### src/rtl/digi_scan_driver.sv
// Four-digit multiplexed 7-segment scan driver. Loads take effect only at frame
// boundaries so a frame never shows a mix of old and new digits.
module digi_scan_driver #(
    parameter int unsigned SCAN_DIV = 50000,
    parameter bit          BLANK_LZ = 1'b1
) (
    input  logic        iClk,
    input  logic        iRst,
    input  logic [15:0] iValue,
    input  logic        iLoad,
    input  logic [3:0]  iDpMask,
    input  logic        iEnable,
    output logic [11:0] oDigi,
    output logic        oFrame
);

    localparam int unsigned CW = (SCAN_DIV > 2) ? $clog2(SCAN_DIV) : 1;
    localparam logic [CW-1:0] CntMax = CW'(SCAN_DIV - 1);

    logic [CW-1:0] cnt_q, cnt_d;
    logic [1:0]    idx_q, idx_d;
    logic [19:0]   disp_q, disp_d;  // {value, dp_mask}
    logic [19:0]   pend_q, pend_d;
    logic          pend_valid_q, pend_valid_d;
    logic [11:0]   digi_q, digi_d;
    logic          frame_q, frame_d;

    logic          tick;
    logic          boundary;
    logic [15:0]   cur_val;
    logic [3:0]    cur_dp;
    logic [3:0]    nibble;
    logic          blank;
    logic [6:0]    seg;
    logic [3:0]    anode;

    function automatic logic [6:0] hex7(input logic [3:0] h);
        logic [7:0] s;
        case (h)
            4'h0: s = 8'hC0;
            4'h1: s = 8'hF9;
            4'h2: s = 8'hA4;
            4'h3: s = 8'hB0;
            4'h4: s = 8'h99;
            4'h5: s = 8'h92;
            4'h6: s = 8'h82;
            4'h7: s = 8'hF8;
            4'h8: s = 8'h80;
            4'h9: s = 8'h90;
            4'hA: s = 8'h88;
            4'hB: s = 8'h83;
            4'hC: s = 8'hC6;
            4'hD: s = 8'hA1;
            4'hE: s = 8'h86;
            default: s = 8'h8E;
        endcase
        return s[6:0];
    endfunction

    always_comb begin
        tick     = (cnt_q == CntMax);
        boundary = tick && (idx_q == 2'd3);
        cnt_d    = tick ? '0 : cnt_q + CW'(1);
        idx_d    = tick ? idx_q + 2'd1 : idx_q;
        frame_d  = boundary;

        disp_d       = disp_q;
        pend_d       = pend_q;
        pend_valid_d = pend_valid_q;
        if (iLoad && boundary) begin
            // A load landing on the boundary supersedes anything still pending.
            disp_d       = {iValue, iDpMask};
            pend_valid_d = 1'b0;
        end else if (iLoad) begin
            pend_d       = {iValue, iDpMask};
            pend_valid_d = 1'b1;
        end else if (boundary && pend_valid_q) begin
            disp_d       = pend_q;
            pend_valid_d = 1'b0;
        end
    end

    always_comb begin
        cur_val = disp_q[19:4];
        cur_dp  = disp_q[3:0];
        nibble  = '0;
        blank   = 1'b0;
        case (idx_q)
            2'd0: begin
                nibble = cur_val[3:0];
                blank  = 1'b0;
            end
            2'd1: begin
                nibble = cur_val[7:4];
                blank  = (cur_val[15:4] == 12'h000);
            end
            2'd2: begin
                nibble = cur_val[11:8];
                blank  = (cur_val[15:8] == 8'h00);
            end
            default: begin
                nibble = cur_val[15:12];
                blank  = (cur_val[15:12] == 4'h0);
            end
        endcase
        seg    = (BLANK_LZ && blank) ? 7'h7F : hex7(nibble);
        anode  = ~(4'b0001 << idx_q);
        digi_d = iEnable ? {anode, ~cur_dp[idx_q], seg} : 12'hFFF;
    end

    always_ff @(posedge iClk) begin
        if (iRst) begin
            cnt_q        <= '0;
            idx_q        <= 2'd0;
            disp_q       <= '0;
            pend_q       <= '0;
            pend_valid_q <= 1'b0;
            digi_q       <= 12'hFFF;
            frame_q      <= 1'b0;
        end else begin
            cnt_q        <= cnt_d;
            idx_q        <= idx_d;
            disp_q       <= disp_d;
            pend_q       <= pend_d;
            pend_valid_q <= pend_valid_d;
            digi_q       <= digi_d;
            frame_q      <= frame_d;
        end
    end

    assign oDigi  = digi_q;
    assign oFrame = frame_q;

endmodule

### config.mk
export PLATFORM = sky130hd
export DESIGN_NAME = digi_scan_driver
export DESIGN_NICKNAME = d
export VERILOG_FILES = /design/src/rtl/digi_scan_driver.sv
export SDC_FILE = /design/constraint.sdc
export NUM_CORES = 1
export LEC_CHECK = 0
export CAP_MARGIN = 20
export CORE_MARGIN = 5
export CORE_UTILIZATION = 40
export CTS_BUF_LIST = sky130_fd_sc_hd__clkbuf_16
export CTS_CLUSTER_DIAMETER = 40
export DETAILED_ROUTE_END_ITERATION = 8
export GPL_TIMING_DRIVEN = 1
export PLACE_DENSITY_LB_ADDON = 0.1
export SYNTH_ARGS = -nofsm -noshare
export SYNTH_HDL_FRONTEND = slang
export SYNTH_SLANG_ARGS = --single-unit
### constraint.sdc
create_clock -name iClk -period 2.7 [get_ports iClk]
set_clock_uncertainty 0.05 [all_clocks]
set_input_delay 0.27 -clock iClk [delete_from_list [all_inputs] [get_ports iClk]]
set_output_delay 0.27 -clock iClk [all_outputs]
set_load 0.01 [all_outputs]
======== After elaboration in Yosys (flattened, before gate mapping) ========
Memories as Yosys holds them, arrays and structs flattened. A register that Yosys moved wholly into a read port is not among the register bits.
Cells that the tools add are included.
word-level totals
  register bits ........................... 65
  input port bits ......................... 24
  output and inout port bits .............. 13
  bits in read-only memories .............. 112
  memories ................................ 1
  logic and storage cells ................. 45
memory list
  name              depth  bits a word  rd ports  clocked after Yosys merged registers in  write ports  RTL line  source
  (name not given)  16     7            1         1                                        0            39        case (h)
operators by class
  add/sub/neg operators ................... 2
  equal/unequal tests ..................... 5
  reduce and logical (&&, ||, !) cells .... 15
  magnitude comparators ................... 1
  bitwise logic cells ..................... 4
  shifts and indexed selects .............. 1
  muxes and demuxes ....................... 9
operators by type and width
  cell                   number
  $mux 20                3
  $add 16x1->16 const B  1
  $eq 16x16->1 const B   1
  $logic_not 12->1       1
  $pmux 4 s3             1
  $logic_not 8->1        1
  $reduce_or 2->1        3
  $eq 2x2->1 const B     2
  $logic_not 4->1        1
  $not 4->4              1
  $reduce_and 2->1       2
  $reduce_bool 2->1      2
  $shl 1x2->4 const A    1
  $logic_and 1x1->1      3
  $lt 2x3->1 const B     1
  $mux 1                 3
  $not 1->1              3
  $pmux 1 s3             1
  $reduce_or 3->1        1
  $add 2x1->2 const B    1
  $bmux 1 s2             1
  $eq 2x1->1 const B     1
  $logic_not 2->1        1
  $ne 2x1->1 const B     1

======== Depth between registers and ports, before layout ========
Gate-level depths: netlist of run 1.
  depth in word-level cells ............... 6
  gate-level depth with buffers ........... 9
  mapped depth without buffers ............ 9

======== Worst setup path after synthesis of run 1 ========
OpenSTA, ideal clock, no wires.
  path type ............................... register to register
  start ................................... register idx_q[0]
  end ..................................... register digi_q[0], in the netlist oDigi[0]
  path slack .............................. 0.604 ns
  buffers on the path ..................... 0
  library setup time ...................... 0.128 ns
  cell stages (with the launch flop) ...... 9
  data required time ...................... 2.522 ns
  period minus slack after synthesis ...... 2.096 ns
  arrival time ............................ 1.918 ns
  cells stage by stage .................... dfxtp_1 inv_1 ha_1 a222oi_1 a21oi_1 ha_1 a211o_1 o22ai_1 a22oi_1
on the way
  word-level cells in the longest chain between the ends .. 3
  elaborated cells between the ends (all ways) .. 6
  those cells by class .................... 2 x eq/ne; 2 x mux; 2 x reduce/logical
RTL lines
  what                                RTL line  source
  start, declared                     21        logic [1:0] idx_q, idx_d;
  start signal, assigned              122       idx_q <= idx_d;
  $eq 2x2->1 (tied with other cells)  88        case (idx_q)
  $pmux 1 s3                          88
  $reduce_or 3->1 (no line)           --
  end, declared                       25        logic [11:0] digi_q, digi_d;
Parallel ways exist; a longest one is shown, timed or not.
A chain may end at the register's enable or synchronous reset.

======== Final worst setup path of run 1 ========
Same ends and word-level chain as after synthesis.

==> results of run 1 <==
==> layout by cell type (no fill, tap or decap), types with 4 or more instances in the layout <==
master / instances
nand4_1: 5
dfxtp_1: 72
inv_1: 7
nand2_1: 25
o32ai_2: 19
ha_1: 12
nand3_1: 8
nor2b_1: 6
buf_4: 6
a211oi_1: 5
nand2b_1: 61
clkdlybuf4s50_1: 35
and4_1: 4
xor2_1: 10
a22oi_1: 12
a21oi_1: 20
mux2i_1: 24
clkbuf_16: 9
nor2_1: 30
==> per-stage QoR <==
| step | hold slack [ps] | instances | util [%] | worst slack (ps) |
|---|---|---|---|---|
| after floorplan | 375 | 385 | - | 604 |
| after global routing | 316 | 526 | 48.0 | 5.77 |
| after CTS | 287 | 526 | 48.0 | 289 |
| after detailed placement | 403 | 510 | 44.8 | 281 |
| final | 274 | 526 | 48.0 | 254 |
| after global placement | 390 | 510 | 44.8 | 378 |
==> metal layers <==
layer	global-route usage, %	share of wire, %
met2	24.7	48
met4	5.74	1.6
met5	0	0
met1	19.7	48
met3	2.85	2.7
==> how the worst max path moves through the flow <==
stage	startpoint	endpoint	depth (start not counted)	slack (ps)
finish	idx_q[0]$_SDFFE_PP0N_	oDigi[0]$_SDFF_PP1_	8	250
global route	idx_q[0]$_SDFFE_PP0N_	oDigi[0]$_SDFF_PP1_	8	6
CTS	idx_q[0]$_SDFFE_PP0N_	oDigi[0]$_SDFF_PP1_	8	290
detailed placement	idx_q[0]$_SDFFE_PP0N_	oDigi[0]$_SDFF_PP1_	8	280
global placement	idx_q[0]$_SDFFE_PP0N_	oDigi[0]$_SDFF_PP1_	8	380
floorplan	idx_q[0]$_SDFFE_PP0N_	oDigi[0]$_SDFF_PP1_	8	600
==> area by class of cell <==
type                    instances  share of cell area, %
multi-input cells             278                   47.5
flip-flops and latches         72                   33.0
repair buffers                 42                   9.15
clock buffers                   9                   5.15
well taps                     111                   3.18
clock inverters                 7                   1.43
inverters                       7                  0.601
==> critical path: stages (launching register included) <==
cell	delay, ps
dfxtp_1	460
ha_1	350
inv_1	150
a21oi_1	420
inv_1	180
ha_1	240
a211o_1	220
o22ai_1	140
a22oi_1	110
==> logic make-up after synthesis <==
family	synth area share, %
muxes	7.11
AOI/OAI and AO/OA	18.8
xor gates and xnor gates	3.08
and+or+nand+nor	23.0
DFF	39.0
buffers and inverters	4.98
adders and majority gates	4.06
==> flip-flops by register name, summed over array words and instances, names as in the netlist <==
| name | cells |
|---|---|
| pend_valid_q | 1 |
| oFrame | 1 |
| pend_q | 20 |
| disp_q | 20 |
| idx_q | 2 |
| oDigi | 12 |
| cnt_q | 16 |
==> power groups by stage <==
stage	Clock [mW]	Sequential (mW)	Combinational (mW)
final	1.16	1.11	0.177
after floorplan	0	1.13	0.108
after global routing	1.23	1.11	0.197
after detailed placement	0	1.13	0.180
after CTS	1.18	1.11	0.180
after global placement	0	1.13	0.177
==> timing repair <==
action,4_1_cts,5_1_grt
buffers inserted,0,0
gates resized for setup,0,1
endpoints found under the hold margin,0,0
setup endpoints to repair,0,1
==> report_table.html, run 1 <==
<table>
<tr><th>Metric</th><th>Value</th></tr>
<tr><th colspan="2">STA</th></tr>
<tr><td>Total count of max-transition violations in the final report</td><td>0</td></tr>
<tr><td>Setup total negative slack</td><td>0 ps</td></tr>
<tr><td>Final cycle utilization of the critical path</td><td>90.6%</td></tr>
<tr><td>Setup repair after global routing missed its margin</td><td>false</td></tr>
<tr><td>Slew @ Worst Pin</td><td>615 ps</td></tr>
<tr><td>Final setup vio count</td><td>0</td></tr>
<tr><td>Number of hold violations in the final report</td><td>0</td></tr>
<tr><td>Maximum clock frequency</td><td>0.409 GHz</td></tr>
<tr><td>Slew headroom</td><td>58.9%</td></tr>
<tr><td>Final critical-path required period</td><td>2450 ps</td></tr>
<tr><th colspan="2">GRT</th></tr>
<tr><td>GRT overflow</td><td>0</td></tr>
<tr><td>Via count of the first global-routing pass</td><td>2810</td></tr>
<tr><td>Antenna violations before repair</td><td>0</td></tr>
<tr><td>First-pass GRT wire length</td><td>13800 um</td></tr>
<tr><td>Pin count of the biggest net entering global routing</td><td>38</td></tr>
<tr><td>Overall global routing resource usage</td><td>15.1%</td></tr>
<tr><th colspan="2">Yosys</th></tr>
<tr><td>Mapped Cells</td><td>385</td></tr>
<tr><td>Synth top area cells</td><td>dfxtp_1 39%, nand2b_1 10%, o32ai_2 8.4%</td></tr>
<tr><td>Yosys cell types</td><td>41</td></tr>
<tr><td>Predominant post-synthesis flop cell</td><td>dfxtp_1</td></tr>
<tr><td>Post-Synthesis Net Count</td><td>421</td></tr>
<tr><td>Seq cells post-synth</td><td>72</td></tr>
<tr><td>Library cell occupying the most area in the post-synthesis netlist</td><td>dfxtp_1</td></tr>
<tr><td>Seq/Total Area, Yosys</td><td>39.0%</td></tr>
<tr><td>Mapped Avg Cell Area</td><td>9.60 sq um</td></tr>
<tr><td>Fraction of registers with async set or reset after synthesis</td><td>0%</td></tr>
<tr><td>Ys Warns</td><td>0</td></tr>
<tr><td>Cell area after synthesis</td><td>3700 sq um</td></tr>
<tr><td>Most numerous cell types in the synthesized netlist</td><td>72 x dfxtp_1, 61 x nand2b_1, 30 x nor2_1</td></tr>
<tr><td>Top-area cell type share of the netlist area</td><td>39.0%</td></tr>
<tr><td>Most frequent cell after synthesis</td><td>dfxtp_1</td></tr>
<tr><td>Post-synth EDFFs</td><td>0</td></tr>
<tr><th colspan="2">Power</th></tr>
<tr><td>Internal power summed over all cells</td><td>1.89 mW</td></tr>
<tr><td>Proportion of power drawn by combinational gates</td><td>7.2%</td></tr>
<tr><td>Worst IR drop on VDD</td><td>0.408 mV</td></tr>
<tr><td>Total power per unit cell area</td><td>559 nW/um^2</td></tr>
<tr><td>Switching share of power</td><td>22.7%</td></tr>
<tr><td>Power share of the sequential group</td><td>45.4%</td></tr>
<tr><td>Switching pwr</td><td>0.556 mW</td></tr>
<tr><td>Total power consumption of the routed design</td><td>2.44 mW</td></tr>
<tr><td>Leakage power</td><td>1.59 nW</td></tr>
<tr><td>Fraction of power consumed by the clock network</td><td>47.3%</td></tr>
<tr><th colspan="2">Clocking</th></tr>
<tr><td>Longest Clk Path Bufs</td><td>2</td></tr>
<tr><td>Post-CTS Hold Buffers</td><td>0</td></tr>
<tr><td>Sink Count</td><td>72</td></tr>
<tr><td>CTS clk-pin slew, worst paths</td><td>60 ps</td></tr>
<tr><td>CTS Root Buffer Type</td><td>clkbuf_16</td></tr>
<tr><td>TritonCTS clock tree</td><td>built</td></tr>
<tr><td>Maximum level of the CTS H-tree</td><td>3</td></tr>
<tr><td>Worst-skew pair later-pin latency</td><td>330 ps</td></tr>
<tr><td>Number of buffers added by the clock tree synthesis step</td><td>9</td></tr>
<tr><th colspan="2">Placement</th></tr>
<tr><td>Half-perimeter wire length of the detailed placement result</td><td>5470 um</td></tr>
<tr><td>Number of I/O port buffers</td><td>36</td></tr>
<tr><td>Instance area at placement</td><td>4080 sq um</td></tr>
<tr><td>Final estimated routing congestion in global placement</td><td>0.829</td></tr>
<tr><th colspan="2">Final layout</th></tr>
<tr><td>Synth-to-Final Area Change</td><td>18.3%</td></tr>
<tr><td>Multi-input gate area</td><td>2080 sq um</td></tr>
<tr><td>Count of inserted antenna diode cells</td><td>0</td></tr>
<tr><td>Total Nets Final</td><td>446</td></tr>
<tr><td>Proportion of layout cells with a drive suffix above 1</td><td>11.1%</td></tr>
<tr><td>Final std cell area, no fill</td><td>4370 sq um</td></tr>
<tr><td>Total area of sequential cells</td><td>1440 sq um</td></tr>
<tr><td>Number of fillers in the final layout</td><td>863</td></tr>
<tr><th colspan="2">Hold path</th></tr>
<tr><td>Hold path endpoint</td><td>oDigi[9]$_SDFF_PP1_</td></tr>
<tr><td>Type of the most critical hold path</td><td>in2reg</td></tr>
<tr><td>Hold Path Cell Cnt</td><td>3</td></tr>
<tr><td>Start point of the worst min-delay path</td><td>iRst</td></tr>
<tr><th colspan="2">Setup path</th></tr>
<tr><td>Element type at the critical path start</td><td>flop</td></tr>
<tr><td>Critical R2R Capture</td><td>oDigi[0]$_SDFF_PP1_</td></tr>
<tr><td>Crit path kind</td><td>reg2reg</td></tr>
<tr><td>Required time at the worst-slack endpoint</td><td>2850 ps</td></tr>
<tr><td>Worst EP arrival</td><td>2600 ps</td></tr>
<tr><td>Largest fanout on the critical path</td><td>8</td></tr>
<tr><td>Reg-to-Reg Start</td><td>idx_q[0]$_SDFFE_PP0N_</td></tr>
<tr><td>Worst setup EP type</td><td>flop</td></tr>
<tr><td>Reg2Reg Setup Slack</td><td>250 ps</td></tr>
<tr><td>Cells on worst reg2reg path</td><td>8</td></tr>
<tr><th colspan="2">Floorplan</th></tr>
<tr><td>Vertical die dimension</td><td>106 um</td></tr>
<tr><td>Initial Utilization</td><td>40.6%</td></tr>
<tr><td>Number of cell rows</td><td>35</td></tr>
<tr><td>Top Ports</td><td>37</td></tr>
<tr><td>Die boundary width</td><td>106 um</td></tr>
<tr><td>Floorplan die area</td><td>11300 sq um</td></tr>
<tr><td>Area of the core</td><td>9110 sq um</td></tr>
<tr><th colspan="2">Routing</th></tr>
<tr><td>Initial detailed-routing violation count</td><td>95</td></tr>
<tr><td>WL/cell</td><td>15.1 um</td></tr>
<tr><td>DRC</td><td>0</td></tr>
<tr><td>Remaining antenna violation count after routing</td><td>0</td></tr>
<tr><td>Length of the first detailed-routing pass in iterations</td><td>4</td></tr>
<tr><td>Total number of vias</td><td>2812</td></tr>
<tr><td>Drt via density</td><td>5.35</td></tr>
<tr><td>Routed wire length</td><td>7970 um</td></tr>
<tr><th colspan="2">Job</th></tr>
<tr><td>Maximum Capacitance Violations</td><td>0</td></tr>
<tr><th colspan="2">Status</th></tr>
<tr><td>Outcome</td><td>complete, no violations</td></tr>
</table>
No activity file was read; power rests on OpenSTA's default activity.
==> inputs of run 2 (changes only) <==
--- a/config.mk
+++ b/config.mk
@@ -6,8 +6,7 @@
 export NUM_CORES = 1
 export LEC_CHECK = 0
 export CAP_MARGIN = 20
-export CORE_MARGIN = 5
-export CORE_UTILIZATION = 40
+export CORE_UTILIZATION = 51
 export CTS_BUF_LIST = sky130_fd_sc_hd__clkbuf_16
 export CTS_CLUSTER_DIAMETER = 40
 export DETAILED_ROUTE_END_ITERATION = 8
==> constraint.sdc (replaced) <==
create_clock -name iClk -period 2.86 [get_ports iClk]
set_clock_uncertainty 0.05 [all_clocks]
set_input_delay 0.286 -clock iClk [delete_from_list [all_inputs] [get_ports iClk]]
set_output_delay 0.286 -clock iClk [all_outputs]
set_load 0.01 [all_outputs]
==> report_table.html, run 2 (synthesis results as in run 1) <==
<table>
<tr><th>Metric</th><th>Value</th></tr>
<tr><th colspan="2">Setup path</th></tr>
<tr><td>Element type at the critical path start</td><td>flop (unchanged)</td></tr>
<tr><td>Reg-to-Reg Start</td><td>idx_q[0]$_SDFFE_PP0N_ (unchanged)</td></tr>
<tr><td>Worst EP arrival</td><td>2560 ps (was 2600 ps)</td></tr>
<tr><td>Cells on worst reg2reg path</td><td>8 (unchanged)</td></tr>
<tr><td>Reg2Reg Setup Slack</td><td>450 ps (was 250 ps)</td></tr>
<tr><td>Slowest stage cell, crit path</td><td>dfxtp_1 (unchanged)</td></tr>
<tr><td>Ordered cell list for the critical path</td><td>ha_1 -&gt; inv_1 -&gt; a21oi_1 -&gt; inv_1 -&gt; ha_1 -&gt; a211o_1 -&gt; o22ai_1 -&gt; a22oi_1 (unchanged)</td></tr>
<tr><td>Critical R2R Capture</td><td>oDigi[0]$_SDFF_PP1_ (unchanged)</td></tr>
<tr><td>Max incr delay on CP</td><td>450 ps (was 460 ps)</td></tr>
<tr><td>Required time at the worst-slack endpoint</td><td>3010 ps (was 2850 ps)</td></tr>
<tr><td>Largest fanout on the critical path</td><td>8 (unchanged)</td></tr>
<tr><td>Crit path kind</td><td>reg2reg (unchanged)</td></tr>
<tr><td>Worst setup EP type</td><td>flop (unchanged)</td></tr>
<tr><th colspan="2">Routing</th></tr>
<tr><td>Remaining antenna violation count after routing</td><td>0 (unchanged)</td></tr>
<tr><td>Drt via density</td><td>5.49 (was 5.35)</td></tr>
<tr><td>DRC</td><td>0 (unchanged)</td></tr>
<tr><td>Length of the first detailed-routing pass in iterations</td><td>4 (unchanged)</td></tr>
<tr><td>Initial detailed-routing violation count</td><td>148 (was 95)</td></tr>
<tr><td>Routed wire length</td><td>7390 um (was 7970 um)</td></tr>
<tr><td>Total number of vias</td><td>2802 (was 2812)</td></tr>
<tr><td>WL/cell</td><td>14.5 um (was 15.1 um)</td></tr>
<tr><th colspan="2">GRT</th></tr>
<tr><td>Overall global routing resource usage</td><td>21.5% (was 15.1%)</td></tr>
<tr><td>Pin count of the biggest net entering global routing</td><td>38 (unchanged)</td></tr>
<tr><td>First-pass GRT wire length</td><td>12600 um (was 13800 um)</td></tr>
<tr><td>GRT overflow</td><td>0 (unchanged)</td></tr>
<tr><td>Antenna violations before repair</td><td>0 (unchanged)</td></tr>
<tr><td>Via count of the first global-routing pass</td><td>2612 (was 2810)</td></tr>
<tr><th colspan="2">STA</th></tr>
<tr><td>Slew headroom</td><td>59.2% (was 58.9%)</td></tr>
<tr><td>Setup repair after global routing missed its margin</td><td>false (unchanged)</td></tr>
<tr><td>Number of hold violations in the final report</td><td>0 (unchanged)</td></tr>
<tr><td>Fin worst setup slack</td><td>450 ps (was 254 ps)</td></tr>
<tr><td>Final setup vio count</td><td>0 (unchanged)</td></tr>
<tr><td>Total count of max-transition violations in the final report</td><td>0 (unchanged)</td></tr>
<tr><td>Final cycle utilization of the critical path</td><td>84.3% (was 90.6%)</td></tr>
<tr><td>Setup total negative slack</td><td>0 ps (unchanged)</td></tr>
<tr><td>Slew @ Worst Pin</td><td>611 ps (was 615 ps)</td></tr>
<tr><td>Maximum clock frequency</td><td>0.415 GHz (was 0.409 GHz)</td></tr>
<tr><td>Final critical-path required period</td><td>2410 ps (was 2450 ps)</td></tr>
<tr><th colspan="2">Power</th></tr>
<tr><td>Proportion of power drawn by combinational gates</td><td>7.0% (was 7.2%)</td></tr>
<tr><td>Switching pwr</td><td>0.498 mW (was 0.556 mW)</td></tr>
<tr><td>Internal power summed over all cells</td><td>1.86 mW (was 1.89 mW)</td></tr>
<tr><td>Total power per unit cell area</td><td>542 nW/um^2 (was 559 nW/um^2)</td></tr>
<tr><td>Worst IR drop on VDD</td><td>0.385 mV (was 0.408 mV)</td></tr>
<tr><td>Power share of the sequential group</td><td>44.4% (was 45.4%)</td></tr>
<tr><td>Leakage power</td><td>1.61 nW (was 1.59 nW)</td></tr>
<tr><td>Fraction of power consumed by the clock network</td><td>48.7% (was 47.3%)</td></tr>
<tr><td>Switching share of power</td><td>21.1% (was 22.7%)</td></tr>
<tr><th colspan="2">Clocking</th></tr>
<tr><td>Worst-skew pair later-pin latency</td><td>330 ps (about the same)</td></tr>
<tr><td>CTS clk-pin slew, worst paths</td><td>60 ps (about the same)</td></tr>
<tr><td>CTS Root Buffer Type</td><td>clkbuf_16 (unchanged)</td></tr>
<tr><td>Resized Gates After CTS</td><td>0 (unchanged)</td></tr>
<tr><td>Post-CTS Hold Buffers</td><td>0 (unchanged)</td></tr>
<tr><td>TritonCTS clock tree</td><td>built (unchanged)</td></tr>
<tr><td>Post-CTS setup buffer count</td><td>0 (unchanged)</td></tr>
<tr><td>Longest Clk Path Bufs</td><td>2 (unchanged)</td></tr>
<tr><td>Maximum level of the CTS H-tree</td><td>3 (unchanged)</td></tr>
<tr><td>Number of buffers added by the clock tree synthesis step</td><td>9 (unchanged)</td></tr>
<tr><td>Sink Count</td><td>72 (unchanged)</td></tr>
<tr><th colspan="2">Final layout</th></tr>
<tr><td>Final core utilization</td><td>63.2% (was 48.0%)</td></tr>
<tr><td>Number of fillers in the final layout</td><td>624 (was 863)</td></tr>
<tr><td>Proportion of layout cells with a drive suffix above 1</td><td>10.1% (was 11.1%)</td></tr>
<tr><td>Total Nets Final</td><td>445 (was 446)</td></tr>
<tr><td>Most common cell after layout, fill and taps aside</td><td>dfxtp_1 (unchanged)</td></tr>
<tr><td>Total area of sequential cells</td><td>1440 sq um (unchanged)</td></tr>
<tr><td>Final std cell area, no fill</td><td>4360 sq um (was 4370 sq um)</td></tr>
<tr><td>Registers with the most flip-flops</td><td>disp_q (20), pend_q (20), cnt_q (16) (unchanged)</td></tr>
<tr><td>Synth-to-Final Area Change</td><td>18.0% (was 18.3%)</td></tr>
<tr><td>Multi-input gate area</td><td>2080 sq um (about the same)</td></tr>
<tr><td>Commonest non-fill, non-tap cells in the layout</td><td>72 x dfxtp_1, 61 x nand2b_1, 35 x clkdlybuf4s50_1, 30 x nor2_1, 25 x nand2_1 (unchanged)</td></tr>
<tr><td>Count of inserted antenna diode cells</td><td>0 (unchanged)</td></tr>
<tr><th colspan="2">Job</th></tr>
<tr><td>Maximum Capacitance Violations</td><td>0 (unchanged)</td></tr>
<tr><th colspan="2">Placement</th></tr>
<tr><td>Half-perimeter wire length of the detailed placement result</td><td>5030 um (was 5470 um)</td></tr>
<tr><td>Final estimated routing congestion in global placement</td><td>0.874 (was 0.829)</td></tr>
<tr><td>Worst setup slack before clock tree synthesis</td><td>492 ps (was 281 ps)</td></tr>
<tr><td>Instance area at placement</td><td>4060 sq um (was 4080 sq um)</td></tr>
<tr><td>Number of I/O port buffers</td><td>36 (unchanged)</td></tr>
<tr><th colspan="2">Floorplan</th></tr>
<tr><td>Vertical die dimension</td><td>87.1 um (was 106 um)</td></tr>
<tr><td>Floorplan die area</td><td>7590 sq um (was 11300 sq um)</td></tr>
<tr><td>Area of the core</td><td>6910 sq um (was 9110 sq um)</td></tr>
<tr><td>Top Ports</td><td>37 (unchanged)</td></tr>
<tr><td>Initial Utilization</td><td>53.5% (was 40.6%)</td></tr>
<tr><td>Die boundary width</td><td>87.1 um (was 106 um)</td></tr>
<tr><td>Number of cell rows</td><td>30 (was 35)</td></tr>
<tr><th colspan="2">Hold path</th></tr>
<tr><td>Type of the most critical hold path</td><td>reg2reg (was in2reg)</td></tr>
<tr><td>Start point of the worst min-delay path</td><td>cnt_q[0]$_SDFF_PP0_ (was iRst)</td></tr>
<tr><td>Hold path endpoint</td><td>cnt_q[0]$_SDFF_PP0_ (was oDigi[9]$_SDFF_PP1_)</td></tr>
<tr><td>Hold Path Cell Cnt</td><td>1 (was 3)</td></tr>
<tr><th colspan="2">Status</th></tr>
<tr><td>Outcome</td><td>complete, no violations (unchanged)</td></tr>
</table>
-- run 2: cell types whose count changed in the layout (fill, tap and decap cells not counted), sizes merged --
cell      change
clkinv        -2
bufinv        +1
buf           -1
clkinvlp      -2
inv           +3
-- run 2: how the worst max path moves through the flow --
stage | slack, ps | start | cells past startpoint | end
2_1_floorplan | 760 | idx_q[0]$_SDFFE_PP0N_ | 8 | oDigi[0]$_SDFF_PP1_
3_3_place_gp | 580 | idx_q[0]$_SDFFE_PP0N_ | 8 | oDigi[0]$_SDFF_PP1_
3_5_place_dp | 490 | idx_q[0]$_SDFFE_PP0N_ | 8 | oDigi[0]$_SDFF_PP1_
4_1_cts | 460 | idx_q[0]$_SDFFE_PP0N_ | 8 | oDigi[0]$_SDFF_PP1_
5_1_grt | 110 | idx_q[0]$_SDFFE_PP0N_ | 8 | oDigi[3]$_SDFF_PP1_
6_report | 450 | idx_q[0]$_SDFFE_PP0N_ | 8 | oDigi[0]$_SDFF_PP1_
-- run 2: layout make-up --
type	instances	area share [%]
clock buffers	9	5.16
well taps	96	2.75
inverters	7	0.602
flip-flops and latches	72	33.0
multi-input cells	278	47.6
repair buffers	41	9.01
clock inverters	7	1.84
-- run 2: worst max-delay path, delay by kind of cell (launching register included) --
family | cells | cell delay (ps)
compound gates | 4 | 890
fa+ha+maj | 2 | 580
buf+inv | 2 | 310
flops | 1 | 450
-- run 2: per-stage QoR --
step / total power [mW] / instances / hold slack, ps
after floorplan: 1.17 / 385 / 376
after global placement: 1.23 / 494 / 394
after detailed placement: 1.24 / 494 / 398
after CTS: 2.38 / 510 / 411
after global routing: 2.45 / 510 / 446
final: 2.36 / 510 / 403
-- run 2: power groups by stage --
stage / Sequential [mW] / Combinational, mW / Clock, mW
3_5_place_dp: 1.07 / 0.166 / 0
6_report: 1.05 / 0.164 / 1.15
5_1_grt: 1.05 / 0.181 / 1.22
3_3_place_gp: 1.07 / 0.162 / 0
4_1_cts: 1.05 / 0.166 / 1.17
2_1_floorplan: 1.07 / 0.102 / 0
-- run 2: routing by layer --
metal | track usage (%) | routed length [um] | vias up
li1 | - | - | 1416
met1 | 28.9 | 3600 | 1306
met2 | 34.7 | 3420 | 68
met3 | 5.12 | 264 | 12
met4 | 5.81 | 102 | 0
met5 | 0 | 0 | -
